==> src/rtl/gray_cnt_pkg.sv <==
// Shared definitions for the Gray-counter arbiter slice.
//   op_e       : command encodings carried on OPA/OPB
//   state_e    : sequencer FSM states
//   gray4_next : successor of a 4-bit Gray code value (wraps 1000 -> 0000)
package gray_cnt_pkg;

  localparam int unsigned CNT_W = 4;

  // Value the counter jumps to on a preset strobe.
  localparam logic [CNT_W-1:0] GRAY_PRESET = 4'b1111;

  typedef enum logic [1:0] {
    OP_CLEAR  = 2'b00,
    OP_PRESET = 2'b01,
    OP_LOAD   = 2'b10,
    OP_STEP   = 2'b11
  } op_e;

  typedef enum logic [1:0] {
    S_IDLE  = 2'b00,
    S_GRANT = 2'b01,
    S_EXEC  = 2'b10,
    S_DONE  = 2'b11
  } state_e;

  function automatic logic [CNT_W-1:0] gray4_next(input logic [CNT_W-1:0] g);
    logic [CNT_W-1:0] n;
    case (g)
      4'b0000: n = 4'b0001;
      4'b0001: n = 4'b0011;
      4'b0011: n = 4'b0010;
      4'b0010: n = 4'b0110;
      4'b0110: n = 4'b0111;
      4'b0111: n = 4'b0101;
      4'b0101: n = 4'b0100;
      4'b0100: n = 4'b1100;
      4'b1100: n = 4'b1101;
      4'b1101: n = 4'b1111;
      4'b1111: n = 4'b1110;
      4'b1110: n = 4'b1010;
      4'b1010: n = 4'b1011;
      4'b1011: n = 4'b1001;
      4'b1001: n = 4'b1000;
      4'b1000: n = 4'b0000;
      default: n = 4'b0000;
    endcase
    return n;
  endfunction

endpackage

==> src/rtl/gray4_cnt.sv <==
// 4-bit Gray-code up counter with synchronous preset, clear, parallel load
// and count enable.
//   clk   : rising-edge clock
//   rst_n : asynchronous active-low clear
//   ps_i  : preset to 1111        (highest priority)
//   cs_i  : clear to 0000
//   ld_i  : load d_i
//   en_i  : advance one Gray step (lowest priority)
//   d_i   : parallel load value
//   q_o   : current Gray count
module gray4_cnt
  import gray_cnt_pkg::*;
(
  input  logic             clk,
  input  logic             rst_n,
  input  logic             ps_i,
  input  logic             cs_i,
  input  logic             ld_i,
  input  logic             en_i,
  input  logic [CNT_W-1:0] d_i,
  output logic [CNT_W-1:0] q_o
);

  logic [CNT_W-1:0] q_q;
  logic [CNT_W-1:0] q_d;

  always_comb begin
    // NOTE: assign every always_comb output a default first so no path leaves it unassigned (latch).
    q_d = q_q;
    if (ps_i)      q_d = GRAY_PRESET;
    else if (cs_i) q_d = '0;
    else if (ld_i) q_d = d_i;
    else if (en_i) q_d = gray4_next(q_q);
  end

  always_ff @(posedge clk or negedge rst_n) begin
    // NOTE: sequential state uses non-blocking (<=) so all flops update together at the edge.
    if (!rst_n) q_q <= '0;
    else        q_q <= q_d;
  end

  assign q_o = q_q;

endmodule

==> src/rtl/gray_cnt_arb.sv <==
// Two-requester round-robin arbiter and sequencer driving a shared Gray
// counter. Each handshake carries one command (CLEAR, PRESET, LOAD, STEP N).
//   CLK          : rising-edge clock
//   RN           : asynchronous active-low reset
//   REQA/REQB    : requests, held with command stable until granted
//   OPA/OPB      : command opcodes (see op_e)
//   ARGA/ARGB    : LOAD value, or STEP count minus one
//   HOLD         : freezes an executing STEP
//   GNTA/GNTB    : one-cycle grant pulse; command captured that cycle
//   DONE         : one-cycle completion pulse
//   DONE_ID      : requester that completed (0=A, 1=B)
//   BUSY         : sequencer not in IDLE
//   Q            : counter value
module gray_cnt_arb
  import gray_cnt_pkg::*;
(
  input  logic             CLK,
  input  logic             RN,
  input  logic             REQA,
  input  logic             REQB,
  input  logic [1:0]       OPA,
  input  logic [1:0]       OPB,
  input  logic [CNT_W-1:0] ARGA,
  input  logic [CNT_W-1:0] ARGB,
  input  logic             HOLD,
  output logic             GNTA,
  output logic             GNTB,
  output logic             DONE,
  output logic             DONE_ID,
  output logic             BUSY,
  output logic [CNT_W-1:0] Q
);

  state_e           state_q, state_d;
  logic             id_q, id_d;    // requester being served (0=A, 1=B)
  logic             ptr_q, ptr_d;  // side that wins a tie
  op_e              op_q, op_d;
  logic [CNT_W-1:0] arg_q, arg_d;
  logic [CNT_W-1:0] cnt_q, cnt_d;  // STEP cycles remaining after this one

  // Counter controls
  logic             ld, en, ps, cs;
  logic [CNT_W-1:0] d;

  always_comb begin
    state_d = state_q;
    id_d    = id_q;
    ptr_d   = ptr_q;
    op_d    = op_q;
    arg_d   = arg_q;
    cnt_d   = cnt_q;
    case (state_q)
      S_IDLE: begin
        if (REQA || REQB) begin
          id_d    = (REQA && REQB) ? ptr_q : REQB;
          state_d = S_GRANT;
        end
      end
      S_GRANT: begin
        op_d    = id_q ? op_e'(OPB) : op_e'(OPA);
        arg_d   = id_q ? ARGB : ARGA;
        cnt_d   = id_q ? ARGB : ARGA;
        // The side just served yields the next tie.
        ptr_d   = ~id_q;
        state_d = S_EXEC;
      end
      S_EXEC: begin
        if (op_q != OP_STEP) begin
          state_d = S_DONE;
        end else if (!HOLD) begin
          if (cnt_q == '0) state_d = S_DONE;
          else             cnt_d   = cnt_q - 4'd1;
        end
      end
      S_DONE: state_d = S_IDLE;
      default: state_d = S_IDLE;
    endcase
  end

  always_ff @(posedge CLK or negedge RN) begin
    if (!RN) begin
      state_q <= S_IDLE;
      id_q    <= 1'b0;
      ptr_q   <= 1'b0;
      op_q    <= OP_CLEAR;
      arg_q   <= '0;
      cnt_q   <= '0;
    end else begin
      state_q <= state_d;
      id_q    <= id_d;
      ptr_q   <= ptr_d;
      op_q    <= op_d;
      arg_q   <= arg_d;
      cnt_q   <= cnt_d;
    end
  end

  // Strobes come only from registered state/op, so they are one-hot or zero
  // and all low outside EXEC.
  logic exec;
  assign exec = (state_q == S_EXEC);
  assign cs   = exec && (op_q == OP_CLEAR);
  assign ps   = exec && (op_q == OP_PRESET);
  assign ld   = exec && (op_q == OP_LOAD);
  assign en   = exec && (op_q == OP_STEP) && !HOLD;
  assign d    = ld ? arg_q : '0;

  assign GNTA    = (state_q == S_GRANT) && !id_q;
  assign GNTB    = (state_q == S_GRANT) &&  id_q;
  assign DONE    = (state_q == S_DONE);
  assign DONE_ID = (state_q == S_DONE) &&  id_q;
  assign BUSY    = (state_q != S_IDLE);

  gray4_cnt u_cnt (
    .clk   (CLK),
    .rst_n (RN),
    .ps_i  (ps),
    .cs_i  (cs),
    .ld_i  (ld),
    .en_i  (en),
    .d_i   (d),
    .q_o   (Q)
  );

endmodule

==> config.mk <==
export PLATFORM = sky130hd
export DESIGN_NAME = gray_cnt_arb
export DESIGN_NICKNAME = d
export VERILOG_FILES = /design/src/rtl/gray_cnt_pkg.sv /design/src/rtl/gray4_cnt.sv /design/src/rtl/gray_cnt_arb.sv
export SDC_FILE = /design/constraint.sdc
export NUM_CORES = 1
export LEC_CHECK = 0
export CAP_MARGIN = 15
export CORE_UTILIZATION = 45
export CTS_CLUSTER_DIAMETER = 120
export CTS_CLUSTER_SIZE = 16
export DETAILED_ROUTE_END_ITERATION = 6
export GPL_TIMING_DRIVEN = 1
export HOLD_SLACK_MARGIN = 0.05
export PLACE_DENSITY = 0.73
export SLEW_MARGIN = 20
export SYNTH_ARGS = -nofsm -noshare
export SYNTH_HDL_FRONTEND = slang
export SYNTH_SLANG_ARGS = --single-unit
==> constraint.sdc <==
create_clock -name CLK -period 2.1 [get_ports CLK]
set_input_delay 0.42 -clock CLK [delete_from_list [all_inputs] [get_ports CLK]]
set_output_delay 0.42 -clock CLK [all_outputs]
set_load 0.02 [all_outputs]
==> implementation parameters, run 1 <==
Parameter                              Value

Status
  Status    finished clean

Route
  Total via count after detailed routing    938
  Post-DRT Antenna Nets    0
  # DRC    0
  1st-iter DRT viols    14
  Drt via density    5.55
  Final routed wire length divided by cell count    14.2 um
  Total wire length after detailed routing    2.40 mm
  Total iterations of the first detailed-routing run    4

Cells and area
  Register area    450 um^2
  Leading cell types in the layout, fill and taps excluded    sky130_fd_sc_hd__clkdlybuf4s50_1 (21), sky130_fd_sc_hd__dfrtp_1 (18), sky130_fd_sc_hd__nor2_1 (13)
  Synthesis-to-layout area growth    26.9%
  Net count of the finished layout    165
  Most common library cell in the layout ignoring fill and taps    sky130_fd_sc_hd__clkdlybuf4s50_1
  Number of antenna cells inserted    0
  Share of post-route cells with drive strength above 1    0.0922
  Non-filler cells in the finished layout    169
  Final std cell area, no fill    0.00141 mm^2
  Area of the multi-input gates    586 um^2
  Filler cells    194

CTS
  CTS Root Cell    sky130_fd_sc_hd__clkbuf_4
  H-tree level count    1
  Total of hold buffers inserted after clock tree synthesis    0
  Clock transition at the registers of the reported paths    0.11 ns
  CTS tree    yes
  Clk_lat worst skew    0.29 ns
  Num Clock Sinks    18
  Number of CTS-inserted buffers    3
  Number of buffers inserted to repair setup after CTS    0
  Longest Clk Path Bufs    2
  Count of instances resized after the clock tree is built    3

Setup path
  Destination of the worst register-to-register timing path    u_cnt.q_o[0]
  Highest cell delay on the worst timing path    0.61 ns
  Slowest cell on crit path    sky130_fd_sc_hd__clkdlybuf4s50_1
  Sort of element at the end of the critical path    output port
  Worst-case register-to-register setup slack    0.32 ns
  Number of cells on the worst reg-to-reg path    5
  Start of the worst register-to-register path    state_q[0]
  Crit path required time    1.68 ns
  Worst-path maximum fanout    4
  Kind of critical path    flip-flop to output port
  Sequence of cells on the critical path    ha_1, clkdlybuf4s50_1
  Arrival time of the worst setup path    1.51 ns
  Top delay family on crit path    buffers and inverters
  Total buffers and inverters traversed by the critical path    1
  Category of the worst setup path launch point    flip-flop

STA
  Share of the cycle needed by the critical path after routing    0.920
  Final count of negative-setup-slack endpoints    0
  Final min period    1.93 ns
  Max Freq    518 MHz
  Setup repair after global routing missed its margin    false
  Worst-Margin Slew    0.401 ns
  Final Hold Viols    0
  Final clock skew    0.00468 ns
  Final Max Slew Viols    0
  Total Negative Setup Slacks    0 ns
  Worst slew margin    0.733
  Hold Worst Slack    0.449 ns

Power and ir drop
  Total power per unit cell area    1520 mW/mm^2
  Final total power    0.00214 W
  Leakage power    0.643 nW
  Peak supply drop    0.932 mV

Placement
  Placed standard-cell area    0.00139 mm^2
  Final HPWL from detailed placement    1.82 mm
  I/O Buffers    25
  Placed Cells incl. Taps    166
  Routability cong.    0.770

Synth
  Fraction of the yosys area taken by sequential cells    0.406
  Number of synthesized register bits    18
  Count of flip-flops with a built-in enable after synthesis    0
  Async set or reset register ratio after synthesis    1.00
  Yosys Warn Count    0
  Flip-flop cell with the highest count after synthesis    sky130_fd_sc_hd__dfrtp_1
  Cell type contributing the most total cell area after synthesis    sky130_fd_sc_hd__dfrtp_1
  Post-synthesis net count    137
  Post-Synthesis Cell Area    0.00111 mm^2
  Distinct cell type count after synthesis    39
  Synthesized instance count    115
  Share of the synthesized area in the top cell type    0.406
  Synth Area per Inst    9.64 um^2
  Top cells by area, synth    sky130_fd_sc_hd__dfrtp_1 (41%), sky130_fd_sc_hd__mux2i_1 (6.3%), sky130_fd_sc_hd__ha_1 (5.6%)

GRT
  All-Layer GR Usage    0.212
  Antenna violations before repair    0
  Vias in the first global route    960
  Maximum number of pins on one net before global-route repair    19
  Aggregate global routing overflow    0
  Wire length of the first global-routing pass    4.18 mm

Floorplan
  Core area    0.00228 mm^2
  Die area    0.00267 mm^2
  I/O pins    26
  Effective utilization at floorplan    0.487
  DIE HEIGHT    51.6 um
  Total number of placement rows    17
  Chip Width    51.6 um

Hold path
  HP Class    primary input to asynchronous set/reset pin

Run
  Count of maximum capacitance violations    0
==> area by class of cell <==
| type | instances | share of cell area |
|---|---|---|
| Multi-Input combinational cell | 82 | 0.416 |
| Timing Repair Buffer | 30 | 0.201 |
| Sequential cell | 18 | 0.320 |
| Clock buffer | 3 | 0.0160 |
| Tap cell | 28 | 0.0249 |
| Inverter | 8 | 0.0214 |
==> Yosys cell counts, drive strengths merged, types with 2 or more instances <==
| cell type | n |
|---|---|
| o221a | 2 |
| a21oi | 10 |
| nand2 | 4 |
| inv | 8 |
| nor2 | 13 |
| o21ai | 3 |
| clkbuf | 4 |
| and3 | 3 |
| dfrtp | 18 |
| buf | 3 |
| and2 | 2 |
| a211o | 2 |
| ha | 5 |
| nand3 | 2 |
| nor2b | 2 |
| mux2i | 7 |
| and3b | 2 |
| o22a | 3 |
| a31oi | 3 |
==> sequential cells by signal, indices dropped and copies added, names as in the netlist <==
name / count
u_cnt.q_o: 4
arg_q: 4
ptr_q: 1
op_q: 2
state_q: 2
cnt_q: 4
id_q: 1
==> worst register-to-register path, delay by kind of cell, from the launching register on <==
family                     cells  cell delay (ns)
adders and majority gates      1             0.40
buffers and inverters          2             0.29
DFF                            1             0.43
AOI/OAI and AO/OA              2             0.61
==> logic make-up (layout without fill, tap and decap cells) <==
logic type	count (synthesis)	after routing	synth area share
AO/OA/AOI/OAI	34	34	0.229
AND/OR/NAND/NOR	33	33	0.154
flip-flops	18	18	0.406
buffers and inverters	15	41	0.0655
multiplexers	8	8	0.0734
adder cells (fa/ha/maj)	5	5	0.0564
XOR/XNOR	2	2	0.0158
==> layer usage <==
layer	wire, um	global-route usage	vias to the layer above
li1	-	-	471
met1	1100	0.262	436
met2	1170	0.351	25
met3	92	0.0380	6
met4	40	0.108	0
met5	0	0	-
==> power breakdown <==
group	leakage [nW]	switching (W)	internal, W	total (W)
sequential	0.202	0.000219	0.000524	0.000743
clock	0.0138	0.000110	0.0000668	0.000177
combinational	0.427	0.000609	0.000608	0.00122
==> worst max path at each step <==
stage,start,end,slack (ns),depth (start not counted)
after floorplan,state_q[1],GNTA,0.40,5
after global routing,state_q[1],DONE,0.10,2
after detailed placement,state_q[1],GNTA,0.17,5
after global placement,state_q[1],GNTA,0.22,5
final,state_q[0],DONE,0.17,2
after CTS,state_q[0],DONE_ID,0.02,3
==> through the flow <==
stage | utilization | setup slack [ns]
finish | 0.618 | 0.169
global route | 0.618 | 0.102
detailed placement | 0.610 | 0.172
CTS | 0.618 | 0.0211
floorplan | - | 0.404
global placement | 0.610 | 0.217
Note: power is estimated with default switching activity, not from simulation.
==> run 2, diff against run 1 <==
- CTS_CLUSTER_DIAMETER: 120 -> unset
- SLEW_MARGIN: 20 -> unset
- clock period: 2.1 -> 2.2 ns (I/O delays scaled with it)
==> implementation parameters, run 2 (synthesized netlist as in run 1, its figures left out) <==
Parameter                              Value

STA
  Final Hold Viols    0
  Total Negative Setup Slacks    0 ns
  Final clock skew    0.00565 ns
  Worst slew margin    0.747
  Final count of negative-setup-slack endpoints    0
  Hold Worst Slack    0.467 ns
  Worst-Margin Slew    0.378 ns
  Final min period    2.09 ns
  Setup repair after global routing missed its margin    false
  Max Freq    479 MHz
  Share of the cycle needed by the critical path after routing    0.949
  Final Max Slew Viols    0

Floorplan
  Chip Width    51.6 um
  DIE HEIGHT    51.6 um
  Effective utilization at floorplan    0.487
  Die area    0.00267 mm^2
  Core area    0.00228 mm^2
  I/O pins    26
  Total number of placement rows    17

CTS
  H-tree level count    1
  CTS Root Cell    sky130_fd_sc_hd__clkbuf_4
  Num Clock Sinks    18
  Total of hold buffers inserted after clock tree synthesis    0
  Number of buffers inserted to repair setup after CTS    0
  Clock transition at the registers of the reported paths    0.11 ns
  Clk_lat worst skew    0.30 ns
  CTS tree    yes
  Longest Clk Path Bufs    2
  Number of CTS-inserted buffers    3

Power and ir drop
  Total power per unit cell area    1460 mW/mm^2
  Leakage power    0.637 nW
  Peak supply drop    0.958 mV

Cells and area
  Share of post-route cells with drive strength above 1    0.0851
  Number of antenna cells inserted    0
  Non-filler cells in the finished layout    169
  Net count of the finished layout    164
  Most common library cell in the layout ignoring fill and taps    sky130_fd_sc_hd__clkdlybuf4s50_1
  Synthesis-to-layout area growth    27.9%
  Leading cell types in the layout, fill and taps excluded    sky130_fd_sc_hd__clkdlybuf4s50_1 (22), sky130_fd_sc_hd__dfrtp_1 (18), sky130_fd_sc_hd__nor2_1 (13)

GRT
  Aggregate global routing overflow    0
  Wire length of the first global-routing pass    4.06 mm
  Maximum number of pins on one net before global-route repair    19
  Vias in the first global route    909
  Antenna violations before repair    0
  All-Layer GR Usage    0.212

Placement
  Placed Cells incl. Taps    165
  Final HPWL from detailed placement    1.82 mm
  Routability cong.    0.792
  I/O Buffers    25

Setup path
  Arrival time of the worst setup path    1.65 ns
  Crit path required time    1.76 ns
  Highest cell delay on the worst timing path    0.53 ns
  Slowest cell on crit path    sky130_fd_sc_hd__clkdlybuf4s50_1
  Worst-path maximum fanout    4
  Category of the worst setup path launch point    flip-flop
  Sort of element at the end of the critical path    output port
  Kind of critical path    flip-flop to output port
  Sequence of cells on the critical path    ha_1, and2_1, clkdlybuf4s50_1
  Number of cells on the worst reg-to-reg path    5

Route
  Post-DRT Antenna Nets    0
  Total via count after detailed routing    948
  Total iterations of the first detailed-routing run    4
  # DRC    0
  1st-iter DRT viols    23
  Drt via density    5.61
  Final routed wire length divided by cell count    14.3 um
  Total wire length after detailed routing    2.42 mm

Hold path
  HP Class    primary input to asynchronous set/reset pin

Run
  Count of maximum capacitance violations    0

Status
  Status    finished clean
## run 2: path summary, 6_finish.rpt
kind                                  from      endpoint  slack, ns
worst max-delay path            state_q[0]       DONE_ID       0.11
worst min-delay path                    RN         ptr_q       0.47
worst max register to register  state_q[0]  u_cnt.q_o[0]       0.44
worst min register to register       ptr_q         ptr_q       0.50
max in group asynchronous               RN          id_q       1.53
min in group CLK                     ptr_q         ptr_q       0.50
## run 2: routing by layer
metal  track usage  share of wire  up-vias  routed length [um]
met3        0.0468          0.070        7                 168
met4        0.0946          0.024        0                  58
li1              -              -      470                   -
met1         0.245           0.43      434                1040
met5             0              0        -                   0
met2         0.372           0.48       37                1160
## run 2: timing repair
| item | 4_1_cts | 5_1_grt |
|---|---|---|
| endpoints found under the setup margin | 2 | 1 |
| resized for setup | 2 | 1 |
| cloned | 0 | 0 |
| hold endpoints to repair | 0 | 0 |
## run 2: critical path: cells and delay by family, from the launching register on
kind / cells / cell delay [ns]
AND/OR/NAND/NOR: 1 / 0.16
adder cells (fa/ha/maj): 1 / 0.24
flip-flops: 1 / 0.42
buffers and inverters: 1 / 0.53
## run 2: area by class of cell
cell class | instances | area, um^2
inverters | 8 | 30.0
multi-input cells | 82 | 586
repair buffers | 29 | 280
fillers | 205 | 858
clock buffers | 4 | 36.3
flip-flops and latches | 18 | 450
well taps | 28 | 35.0
## run 2: stage by stage
step | cell area (um^2) | total power, W | worst slack, ns | util
finish | 1420 | 0.00207 | 0.113 | 0.623
global route | 1420 | 0.00225 | 0.0358 | 0.623
CTS | 1420 | 0.00209 | 0.0327 | 0.622
detailed placement | 1380 | 0.00189 | 0.211 | 0.607
global placement | 1380 | 0.00186 | 0.254 | 0.607
floorplan | 1110 | 0.00153 | 0.484 | -
## run 2: power breakdown
group / internal [W] / leakage, nW / switching, W / total, W
Clock: 0.000101 / 0.0210 / 0.000105 / 0.000206
Sequential: 0.000500 / 0.202 / 0.000206 / 0.000706
Combinational: 0.000582 / 0.413 / 0.000579 / 0.00116
==> RTL change: new RTL, config.mk and constraints of run 2 <==
`CNT_W`: 4 -> 6.
--- a/src/rtl/gray_cnt_pkg.sv
+++ b/src/rtl/gray_cnt_pkg.sv
@@ -4,7 +4,7 @@
 //   gray4_next : successor of a 4-bit Gray code value (wraps 1000 -> 0000)
 package gray_cnt_pkg;
 
-  localparam int unsigned CNT_W = 4;
+  localparam int unsigned CNT_W = 6;
 
   // Value the counter jumps to on a preset strobe.
   localparam logic [CNT_W-1:0] GRAY_PRESET = 4'b1111;
Ports: changed (resized ARGA, ARGB and Q); port bits go from 26 to 32. No check against the original RTL was run, so the function may have changed too.
==> RTL change against run 2 <==
- first-iteration DRC count rose to 5.1 times the old value
- sequential power up 37%
- sequential cell count up 6
- count of clock-buffer cells in the layout unchanged
- global-route usage up 0.64 points
- cell count up 40%
- final area up 36%
- wire length up 43%
- critical path depth up 2
- power up 31%
- core utilization down 0.65 points
- setup slack better by 0.062 ns
- synthesized area up 38%
- largest cell class unchanged
- largest power group unchanged
==> RTL change: results (changes against run 2) <==
qor: place.place_hpwl 2700 um [+48%]
qor: final_layout.layout.filler_cells 269 [+31%]
qor: route.num_vias 1358 [+43%]
qor: outcome.status complete, no violations
qor: power.power.leakage 0.828 nW [+30%]
qor: place.dpl-instance-area 1890 um^2 [+37%]
qor: route.detailed_route_wire_length_on_metal_1 1490 um [+44%]
qor: power.power.switching_fraction 45.7% [+2.8 points]
qor: setup_path.launch_point_of_the_worst_path state_q[1]$_DFFE_PN0P_
qor: power.vdd.ir_drop.worst 0.654 mV [-32%]
qor: setup_path.slowest_delay 0.44 ns [-0.09 ns]
qor: synth.yosys.cell_types.count 45 [+15%]
qor: final_layout.nets 222 [+35%]
qor: final_layout.area_taken_by_multi_input_logic_gates 837 um^2 [+43%]
qor: final_layout.layout.buffer.nonclock.area_share 18.6% [-1.2 points]
qor: grt.global_route_wire_length_before_repair 5930 um [+46%]
qor: final_layout.clock_tree_area_fraction 1.88% [-0.68 points]
qor: synth.synth_seq_area_share 39.3% [-1.3 points]
qor: place.dp_cells 233 [+41%]
qor: timing.post_route_hold_slack 0.470 ns [+0.00313 ns]
qor: grt.number_of_global_route_vias_before_repair 1330 [+46%]
qor: grt.global_route.usage.total 21.9% [+0.64 points]
qor: route.dr_wl_met2 1750 um [+51%]
qor: setup_path.timing.critical_path.slowest_stage_cell sky130_fd_sc_hd__dfrtp_1
qor: synth.netlist_top_cells_count sky130_fd_sc_hd__dfrtp_1 (24), sky130_fd_sc_hd__a21oi_1 (17), sky130_fd_sc_hd__nand2_1 (13), sky130_fd_sc_hd__nor2_1 (12), sky130_fd_sc_hd__inv_1 (10)
qor: setup_path.timing.reg2reg.worst_path_depth 6 [+1]
qor: place.buffers_on_ports 31 [+24%]
## RTL change: critical path: cells and delay by family (launching register included)
kind	cells	cell delay, ns
buffers and inverters	3	0.53
DFF	1	0.44
adders and majority gates	1	0.19
and+or+nand+nor	1	0.12
## RTL change: power by group through the flow
stage	registers, W	clock network (W)	logic [W]
final	0.000969	0.000232	0.00152
after global placement	0.000960	0	0.00148
after global routing	0.00101	0.000266	0.00169
after CTS	0.000964	0.000247	0.00153
after detailed placement	0.000973	0	0.00154
after floorplan	0.000922	0	0.00110
## RTL change: timing repair
item,4_1_cts,5_1_grt
endpoints found under the setup margin,2,2
pin swaps,0,0
resized for setup,2,2
## RTL change: kinds of logic (layout without fill, tap and decap cells)
group                      after synthesis  count (layout)
and+or+nand+nor                         48              48
muxes                                   10              10
adders and majority gates                7               7
AOI/OAI and AO/OA                       49              49
DFF                                     24              24
buffers and inverters                   20              52
xor gates and xnor gates                 3               3
